<file path="src/rtl/wb_port_arbiter_if.sv">
// Bus bundle between the execute/memory completion paths and the writeback
// arbiter. The arbiter is the slave side; the producer/consumer environment
// (or a testbench) is the master side.
interface wb_port_arbiter_if #(
  parameter int DATA_W     = 32,
  parameter int REG_ADDR_W = 4
);
  // ALU completion source
  logic                        alu_valid;
  logic                        alu_ready;
  logic [REG_ADDR_W-1:0]       alu_rd;
  logic [DATA_W-1:0]           alu_val;

  // Load completion source
  logic                        ld_valid;
  logic                        ld_ready;
  logic [REG_ADDR_W-1:0]       ld_rd;
  logic [DATA_W-1:0]           ld_val;

  // Register-file write port
  logic                        reg_write_en;
  logic [REG_ADDR_W-1:0]       reg_num;
  logic [DATA_W-1:0]           reg_val;
  logic                        grant_ld;

  // Status towards issue
  logic [(1<<REG_ADDR_W)-1:0]  pending_mask;
  logic                        proto_err;

  modport master (
    output alu_valid, alu_rd, alu_val,
    output ld_valid, ld_rd, ld_val,
    input  alu_ready, ld_ready,
    input  reg_write_en, reg_num, reg_val, grant_ld,
    input  pending_mask, proto_err
  );

  modport slave (
    input  alu_valid, alu_rd, alu_val,
    input  ld_valid, ld_rd, ld_val,
    output alu_ready, ld_ready,
    output reg_write_en, reg_num, reg_val, grant_ld,
    output pending_mask, proto_err
  );
endinterface

</file>
<file path="src/rtl/wb_port_arbiter.sv">
// Writeback port arbiter: the ALU and load completion paths each feed a small
// FIFO; one head is committed to the register-file write port per cycle.
// Load wins contention unless the ALU head has been starved for STARVE_LIMIT
// cycles. A pending-destination mask covers every buffered entry plus the
// write currently on the output register.
module wb_port_arbiter #(
  parameter int DATA_W       = 32,
  parameter int REG_ADDR_W   = 4,
  parameter int BUF_DEPTH    = 2,
  parameter int STARVE_LIMIT = 3
) (
  input  logic             clk,
  input  logic             rst,
  wb_port_arbiter_if.slave bus
);
  localparam int NUM_REGS = 1 << REG_ADDR_W;
  localparam int PTR_W    = $clog2(BUF_DEPTH);
  localparam int CNT_W    = $clog2(BUF_DEPTH + 1);
  localparam logic [CNT_W-1:0] FULL_CNT   = CNT_W'(BUF_DEPTH);
  localparam logic [3:0]       STARVE_MAX = 4'(STARVE_LIMIT);

  // Source index 0 is the ALU path, index 1 the load path.
  logic [1:0]                        in_valid;
  logic [1:0][REG_ADDR_W-1:0]        in_rd;
  logic [1:0][DATA_W-1:0]            in_val;
  logic [1:0]                        push;
  logic [1:0]                        pop;
  logic [1:0]                        not_empty;
  logic [1:0]                        ready;
  logic [1:0][REG_ADDR_W-1:0]        head_rd;
  logic [1:0][DATA_W-1:0]            head_val;
  logic [1:0][NUM_REGS-1:0]          fifo_mask;

  logic                              grant_alu_c;
  logic                              grant_ld_c;
  logic [3:0]                        starve_q, starve_d;
  logic                              wen_q, wen_d;
  logic [REG_ADDR_W-1:0]             num_q, num_d;
  logic [DATA_W-1:0]                 val_q, val_d;
  logic                              gld_q, gld_d;
  logic                              perr_q, perr_d;
  logic [NUM_REGS-1:0]               out_mask;
  logic [NUM_REGS-1:0]               pend_c;

  assign in_valid = {bus.ld_valid, bus.alu_valid};
  assign in_rd    = {bus.ld_rd,    bus.alu_rd};
  assign in_val   = {bus.ld_val,   bus.alu_val};
  assign pop      = {grant_ld_c,   grant_alu_c};

  for (genvar gi = 0; gi < 2; gi++) begin : g_src
    logic [REG_ADDR_W-1:0] rd_mem [BUF_DEPTH];
    logic [DATA_W-1:0]     val_mem [BUF_DEPTH];
    logic [PTR_W-1:0]      wr_ptr_q, wr_ptr_d;
    logic [PTR_W-1:0]      rd_ptr_q, rd_ptr_d;
    logic [CNT_W-1:0]      cnt_q, cnt_d;
    logic                  ready_q, ready_d;
    logic [NUM_REGS-1:0]   mask_c;
    logic [PTR_W-1:0]      slot_c;

    // Ready is a flop of the post-edge count, so a full FIFO never accepts
    // in the same cycle it frees a slot.
    assign push[gi]      = in_valid[gi] & ready_q;
    assign ready[gi]     = ready_q;
    assign not_empty[gi] = (cnt_q != '0);
    assign head_rd[gi]   = rd_mem[rd_ptr_q];
    assign head_val[gi]  = val_mem[rd_ptr_q];
    assign fifo_mask[gi] = mask_c;

    // Entry storage; slots outside the live window are don't-care.
    always_ff @(posedge clk) begin
      if (push[gi]) begin
        rd_mem[wr_ptr_q]  <= in_rd[gi];
        val_mem[wr_ptr_q] <= in_val[gi];
      end
    end

    // Pointer and occupancy next-state; pointers wrap on the power-of-2 depth.
    always_comb begin
      wr_ptr_d = wr_ptr_q;
      rd_ptr_d = rd_ptr_q;
      cnt_d    = cnt_q;
      if (push[gi]) wr_ptr_d = wr_ptr_q + PTR_W'(1);
      if (pop[gi])  rd_ptr_d = rd_ptr_q + PTR_W'(1);
      if (push[gi] && !pop[gi])      cnt_d = cnt_q + CNT_W'(1);
      else if (!push[gi] && pop[gi]) cnt_d = cnt_q - CNT_W'(1);
      ready_d = (cnt_d != FULL_CNT);
    end

    // FIFO control registers.
    always_ff @(posedge clk) begin
      if (rst) begin
        wr_ptr_q <= '0;
        rd_ptr_q <= '0;
        cnt_q    <= '0;
        ready_q  <= 1'b1;
      end else begin
        wr_ptr_q <= wr_ptr_d;
        rd_ptr_q <= rd_ptr_d;
        cnt_q    <= cnt_d;
        ready_q  <= ready_d;
      end
    end

    // One-hot destinations of every live entry, walking from the head.
    always_comb begin
      mask_c = '0;
      slot_c = '0;
      for (int i = 0; i < BUF_DEPTH; i++) begin
        slot_c = rd_ptr_q + PTR_W'(i);
        if (CNT_W'(i) < cnt_q) mask_c[rd_mem[slot_c]] = 1'b1;
      end
    end
  end

  // Destination of the write currently presented to the register file.
  always_comb begin
    out_mask = '0;
    if (wen_q) out_mask[num_q] = 1'b1;
  end

  assign pend_c = fifo_mask[0] | fifo_mask[1] | out_mask;

  // Grant selection, starvation tracking, write-port and error next-state.
  always_comb begin
    grant_alu_c = 1'b0;
    grant_ld_c  = 1'b0;
    if (not_empty[0] && (!not_empty[1] || starve_q == STARVE_MAX)) begin
      grant_alu_c = 1'b1;
    end else if (not_empty[1]) begin
      grant_ld_c = 1'b1;
    end

    // Only counts cycles where the ALU had a head and lost to the load path.
    starve_d = starve_q;
    if (!not_empty[0] || grant_alu_c) begin
      starve_d = '0;
    end else if (starve_q != STARVE_MAX) begin
      starve_d = starve_q + 4'd1;
    end

    wen_d = grant_alu_c | grant_ld_c;
    num_d = num_q;
    val_d = val_q;
    gld_d = gld_q;
    if (grant_ld_c) begin
      num_d = head_rd[1];
      val_d = head_val[1];
      gld_d = 1'b1;
    end else if (grant_alu_c) begin
      num_d = head_rd[0];
      val_d = head_val[0];
      gld_d = 1'b0;
    end

    // Accepted pushes that collide with an in-flight write, or with each other.
    perr_d = perr_q;
    if (push[0] && pend_c[in_rd[0]]) perr_d = 1'b1;
    if (push[1] && pend_c[in_rd[1]]) perr_d = 1'b1;
    if (push[0] && push[1] && (in_rd[0] == in_rd[1])) perr_d = 1'b1;
  end

  // Arbiter and write-port registers.
  always_ff @(posedge clk) begin
    if (rst) begin
      starve_q <= '0;
      wen_q    <= 1'b0;
      num_q    <= '0;
      val_q    <= '0;
      gld_q    <= 1'b0;
      perr_q   <= 1'b0;
    end else begin
      starve_q <= starve_d;
      wen_q    <= wen_d;
      num_q    <= num_d;
      val_q    <= val_d;
      gld_q    <= gld_d;
      perr_q   <= perr_d;
    end
  end

  assign bus.alu_ready    = ready[0];
  assign bus.ld_ready     = ready[1];
  assign bus.reg_write_en = wen_q;
  assign bus.reg_num      = num_q;
  assign bus.reg_val      = val_q;
  assign bus.grant_ld     = gld_q;
  assign bus.pending_mask = pend_c;
  assign bus.proto_err    = perr_q;
endmodule

</file>
<file path="src/flat_wrapper.sv">
// flat-port wrapper written by rule: the top's interface ports become plain ports
module wb_port_arbiter_flat 
#(
  parameter int DATA_W       = 32,
  parameter int REG_ADDR_W   = 4,
  parameter int BUF_DEPTH    = 2,
  parameter int STARVE_LIMIT = 3
)
  (clk, rst, bus_alu_valid, bus_alu_rd, bus_alu_val, bus_ld_valid, bus_ld_rd, bus_ld_val, bus_alu_ready, bus_ld_ready, bus_reg_write_en, bus_reg_num, bus_reg_val, bus_grant_ld, bus_pending_mask, bus_proto_err);
  wb_port_arbiter_if #(.DATA_W(DATA_W), .REG_ADDR_W(REG_ADDR_W)) bus_i ();
  input  logic clk;
  input  logic rst;
  input wire logic [$bits(bus_i.alu_valid)-1:0] bus_alu_valid;
  input wire logic [$bits(bus_i.alu_rd)-1:0] bus_alu_rd;
  input wire logic [$bits(bus_i.alu_val)-1:0] bus_alu_val;
  input wire logic [$bits(bus_i.ld_valid)-1:0] bus_ld_valid;
  input wire logic [$bits(bus_i.ld_rd)-1:0] bus_ld_rd;
  input wire logic [$bits(bus_i.ld_val)-1:0] bus_ld_val;
  output wire logic [$bits(bus_i.alu_ready)-1:0] bus_alu_ready;
  output wire logic [$bits(bus_i.ld_ready)-1:0] bus_ld_ready;
  output wire logic [$bits(bus_i.reg_write_en)-1:0] bus_reg_write_en;
  output wire logic [$bits(bus_i.reg_num)-1:0] bus_reg_num;
  output wire logic [$bits(bus_i.reg_val)-1:0] bus_reg_val;
  output wire logic [$bits(bus_i.grant_ld)-1:0] bus_grant_ld;
  output wire logic [$bits(bus_i.pending_mask)-1:0] bus_pending_mask;
  output wire logic [$bits(bus_i.proto_err)-1:0] bus_proto_err;
  assign bus_i.alu_valid = bus_alu_valid;
  assign bus_i.alu_rd = bus_alu_rd;
  assign bus_i.alu_val = bus_alu_val;
  assign bus_i.ld_valid = bus_ld_valid;
  assign bus_i.ld_rd = bus_ld_rd;
  assign bus_i.ld_val = bus_ld_val;
  assign bus_alu_ready = bus_i.alu_ready;
  assign bus_ld_ready = bus_i.ld_ready;
  assign bus_reg_write_en = bus_i.reg_write_en;
  assign bus_reg_num = bus_i.reg_num;
  assign bus_reg_val = bus_i.reg_val;
  assign bus_grant_ld = bus_i.grant_ld;
  assign bus_pending_mask = bus_i.pending_mask;
  assign bus_proto_err = bus_i.proto_err;
  wb_port_arbiter #(.DATA_W(DATA_W), .REG_ADDR_W(REG_ADDR_W), .BUF_DEPTH(BUF_DEPTH), .STARVE_LIMIT(STARVE_LIMIT)) u_core (.clk(clk), .rst(rst), .bus(bus_i));
endmodule
</file>
<file path="config.mk">
export PLATFORM = sky130hd
export DESIGN_NAME = wb_port_arbiter_flat
export DESIGN_NICKNAME = d
export VERILOG_FILES = /design/src/rtl/wb_port_arbiter_if.sv /design/src/rtl/wb_port_arbiter.sv /design/src/flat_wrapper.sv
export SDC_FILE = /design/constraint.sdc
export NUM_CORES = 1
export LEC_CHECK = 0
export CAP_MARGIN = 20
export CORE_ASPECT_RATIO = 0.9
export CORE_MARGIN = 2
export CORE_UTILIZATION = 45
export CTS_CLUSTER_DIAMETER = 60
export DETAILED_ROUTE_END_ITERATION = 12
export HOLD_SLACK_MARGIN = 0.08
export PLACE_DENSITY = 0.68
export SETUP_SLACK_MARGIN = 0.5
export SKIP_LAST_GASP = 1
export SLEW_MARGIN = 30
export SYNTH_ARGS = -nofsm -noshare
export SYNTH_HDL_FRONTEND = slang
export SYNTH_SLANG_ARGS = --single-unit
</file>
<file path="constraint.sdc">
create_clock -name clk -period 2.9 [get_ports clk]
set_input_delay 0.58 -clock clk [delete_from_list [all_inputs] [get_ports clk]]
set_output_delay 0.58 -clock clk [all_outputs]
set_load 0.03 [all_outputs]
</file>
==> results.py <==
metrics = {
    "status": {
        "result_of_the_run": "finished clean",
    },
    "synthesis": {
        "ys_seq_area_frac": 0.613,
        "ys_warn_count": 0,
        "synth.net_count": 802,
        "async_reset_ff_frac": 0,
        "synthesis.area_per_instance_um2": 12.3,
        "yosysTopAreaCellShare": 0.489,
        "synth.area.top_cells": "sky130_fd_sc_hd__edfxtp_1 49%, sky130_fd_sc_hd__dfxtp_1 12%, sky130_fd_sc_hd__mux2i_1 8.5%",
        "yosysMostFrequentCell": "sky130_fd_sc_hd__edfxtp_1",
        "synth_enable_flop_cells": 144,
        "synthDominantAreaCellType": "sky130_fd_sc_hd__edfxtp_1",
        "yosysUniqueCellTypes": 68,
        "post_synth_most_frequent_cells": "144 x sky130_fd_sc_hd__edfxtp_1, 89 x sky130_fd_sc_hd__nand2_1, 75 x sky130_fd_sc_hd__mux2i_1, 55 x sky130_fd_sc_hd__dfxtp_1, 48 x sky130_fd_sc_hd__nor2_1",
        "syn_inst": 721,
        "ys_ff_latch": 199,
        "synth_area_mm2": 0.00885,
        "synth_flop_cell": "sky130_fd_sc_hd__edfxtp_1",
    },
    "grt": {
        "vias_in_the_first_global_route": 7010,
        "grt.total_usage": 0.248,
        "grt_pass1_wl_um": 38600,
        "grt_max_degree": 33,
        "total_congestion_overflow_after_global_routing": 0,
        "antenna_found_initial": 1,
    },
    "clocking": {
        "insertion_delay_ns": 0.43,
        "cts_tree": "built",
        "tritoncts.num_buffers": 17,
        "clkSinkCount": 199,
        "clkTransAtPathRegs_ns": 0.07,
        "htree_levels": 4,
        "clockBufferDepth": 2,
        "cts-hold-fix-buffers": 0,
        "cts_root_buffer": "sky130_fd_sc_hd__clkbuf_16",
    },
    "placement": {
        "post_dp_cell_area_mm2": 0.0108,
        "port_buffers": 132,
        "gp_congestion": 0.965,
        "dp.cells": 1122,
        "post-dp-hpwl_um": 17500,
    },
    "min_path": {
        "hold_class": "reg2reg",
    },
    "worst_setup_path": {
        "critPathArrivalTime_ns": 2.17,
        "path_class": "reg2out",
        "critPathLaunchType": "register",
        "crit_required_ns": 2.32,
        "critPathCaptureType": "output pin",
        "path_max_fanout": 5,
    },
    "finish": {
        "drive_above_1_share": 0.281,
        "nNetsFinal": 1017,
        "n_antenna_cell": 0,
        "num-fill-cells": 1479,
        "multiInputGateArea_mm2": 0.00370,
        "stdcell_count": 1199,
        "stdcell_area_mm2": 0.0124,
        "seq_area_mm2": 0.00544,
        "areaGrowthSynthToFinish_pct": 40.1,
    },
    "die": {
        "die_width_um": 152,
        "initial_util": 0.460,
        "io_pins": 133,
        "die_height_um": 137,
        "core-area_mm2": 0.0192,
        "design.die.area_mm2": 0.0208,
        "row_count": 48,
    },
    "power_and_ir_drop": {
        "worst_ir_drop_vdd_v": 0.000642,
        "leakagePower_nw": 4.44,
        "pwr_density_cell_mw_per_mm2": 970,
    },
    "detailed_routing": {
        "wl_um": 25400,
        "route.detailed.wl_per_inst_um": 21.2,
        "detailedRoute.firstIterationViolations": 395,
        "drc": 0,
        "route.antenna.remaining_nets": 0,
        "dr.pass1.iters": 5,
        "dr_total_vias": 6885,
        "avgViaCountPerCell": 5.74,
    },
    "sta": {
        "timing_worst_slew_pin_value_ns": 0.643,
        "setup-violations-final": 0,
        "slew_headroom": 0.571,
        "timing.clock.skew_ns": 0.0136,
        "setup_total_negative_slack_ns": 0,
        "hold_violations": 0,
        "min_period_ns": 2.75,
        "fmaxAchievable_mhz": 363,
        "period_share": 0.949,
        "final-max-slew-violation-count": 0,
        "setup_repair_after_global_routing_missed_its_margin": "true",
        "hold_ws_ns": 0.468,
    },
    "run": {
        "timing.max_cap.violations": 0,
    },
}
layer usage:
metal  vias up  GRT usage  part of all wire
met5         -          0           0.00051
met4         2     0.0864             0.027
met3        42     0.0500             0.060
met2       246      0.415              0.49
met1      3415      0.323              0.42
li1       3180          -                 -
cell families (layout without fill, tap and decap cells):
logic type | Yosys count | after routing | share of synthesized area
muxes | 81 | 81 | 0.0928
buffers and inverters | 65 | 292 | 0.0327
AOI/OAI and AO/OA | 126 | 126 | 0.114
adders and majority gates | 7 | 7 | 0.00934
DFF | 199 | 199 | 0.613
and+or+nand+nor | 229 | 230 | 0.124
xor gates and xnor gates | 14 | 14 | 0.0139
report_power, final:
part	leakage, nW	switching, mW	internal, mW	total (mW)
Combinational	2.34	3.10	2.44	5.54
Clock	0.295	1.17	1.26	2.43
Sequential	1.80	0.395	3.66	4.06
Total	4.44	4.67	7.36	12.0
critical path: stages, from the launching register on:
cell and delay (ns):
sky130_fd_sc_hd__dfxtp_2 0.34, sky130_fd_sc_hd__inv_2 0.09, sky130_fd_sc_hd__ha_4 0.22, sky130_fd_sc_hd__nor2b_4 0.07
sky130_fd_sc_hd__a31oi_2 0.27, sky130_fd_sc_hd__buf_4 0.18, sky130_fd_sc_hd__o22ai_4 0.08, sky130_fd_sc_hd__nor3_2 0.16
sky130_fd_sc_hd__buf_4 0.16, sky130_fd_sc_hd__inv_4 0.05, sky130_fd_sc_hd__buf_12 0.13
state kept, by name (all words and copies together), names as in the netlist, named ones only:
| signal | flops |
|---|---|
| u_core.g_src.rd_ptr_q | 2 |
| u_core.g_src.val_mem | 128 |
| u_core.bus.proto_err | 1 |
| u_core.bus.reg_val | 32 |
| u_core.g_src.wr_ptr_q | 2 |
| u_core.bus.alu_ready | 1 |
| u_core.bus.reg_num | 4 |
| u_core.bus.reg_write_en | 1 |
| u_core.bus.grant_ld | 1 |
| u_core.g_src.rd_mem | 16 |
| u_core.starve_q | 4 |
| u_core.g_src.cnt_q | 4 |
| u_core.bus.ld_ready | 1 |
worst paths after layout:
path | startpoint | to | cells past startpoint | slack (ns)
max | u_core.g_src[1].cnt_q[1] | bus_pending_mask[4] | 10 | 0.15
min | u_core.bus.reg_val[31] | u_core.bus.reg_val[31] | 1 | 0.47
max reg2reg | u_core.g_src[0].rd_mem[1][3] | u_core.bus.proto_err | 12 | 0.38
min reg2reg | u_core.bus.reg_val[31] | u_core.bus.reg_val[31] | 1 | 0.47
area by class of cell:
class	count	share of cell area
repair buffers	238	0.180
multi-input cells	458	0.298
well taps	250	0.0252
flip-flops and latches	199	0.439
clock inverters	15	0.0162
inverters	22	0.00687
clock buffers	17	0.0343
layout by cell type (no fill, tap or decap), types with 14 or more instances in the layout:
master / n
sky130_fd_sc_hd__buf_4: 96
sky130_fd_sc_hd__clkdlybuf4s50_1: 116
sky130_fd_sc_hd__dfxtp_1: 47
sky130_fd_sc_hd__clkbuf_16: 17
sky130_fd_sc_hd__nor2_1: 39
sky130_fd_sc_hd__mux2i_1: 74
sky130_fd_sc_hd__edfxtp_1: 144
sky130_fd_sc_hd__nand2b_1: 14
sky130_fd_sc_hd__inv_1: 15
sky130_fd_sc_hd__nand2_1: 89
sky130_fd_sc_hd__buf_6: 15
sky130_fd_sc_hd__a32o_1: 35
repair_timing:
action,CTS,global route
setup endpoints to repair,27,53
cloned,1,0
setup buffers,25,19
resized for setup,128,53
pin swaps,19,15
per-stage QoR:
step                power [mW]   util  worst slack, ns
global placement          8.77  0.564            0.108
global route              12.6  0.645           0.0937
finish                    12.0  0.645            0.148
floorplan                 6.92      -            0.598
CTS                       11.7  0.624            0.203
detailed placement        8.86  0.564           0.0499
(Power assumes the default switching activity.)
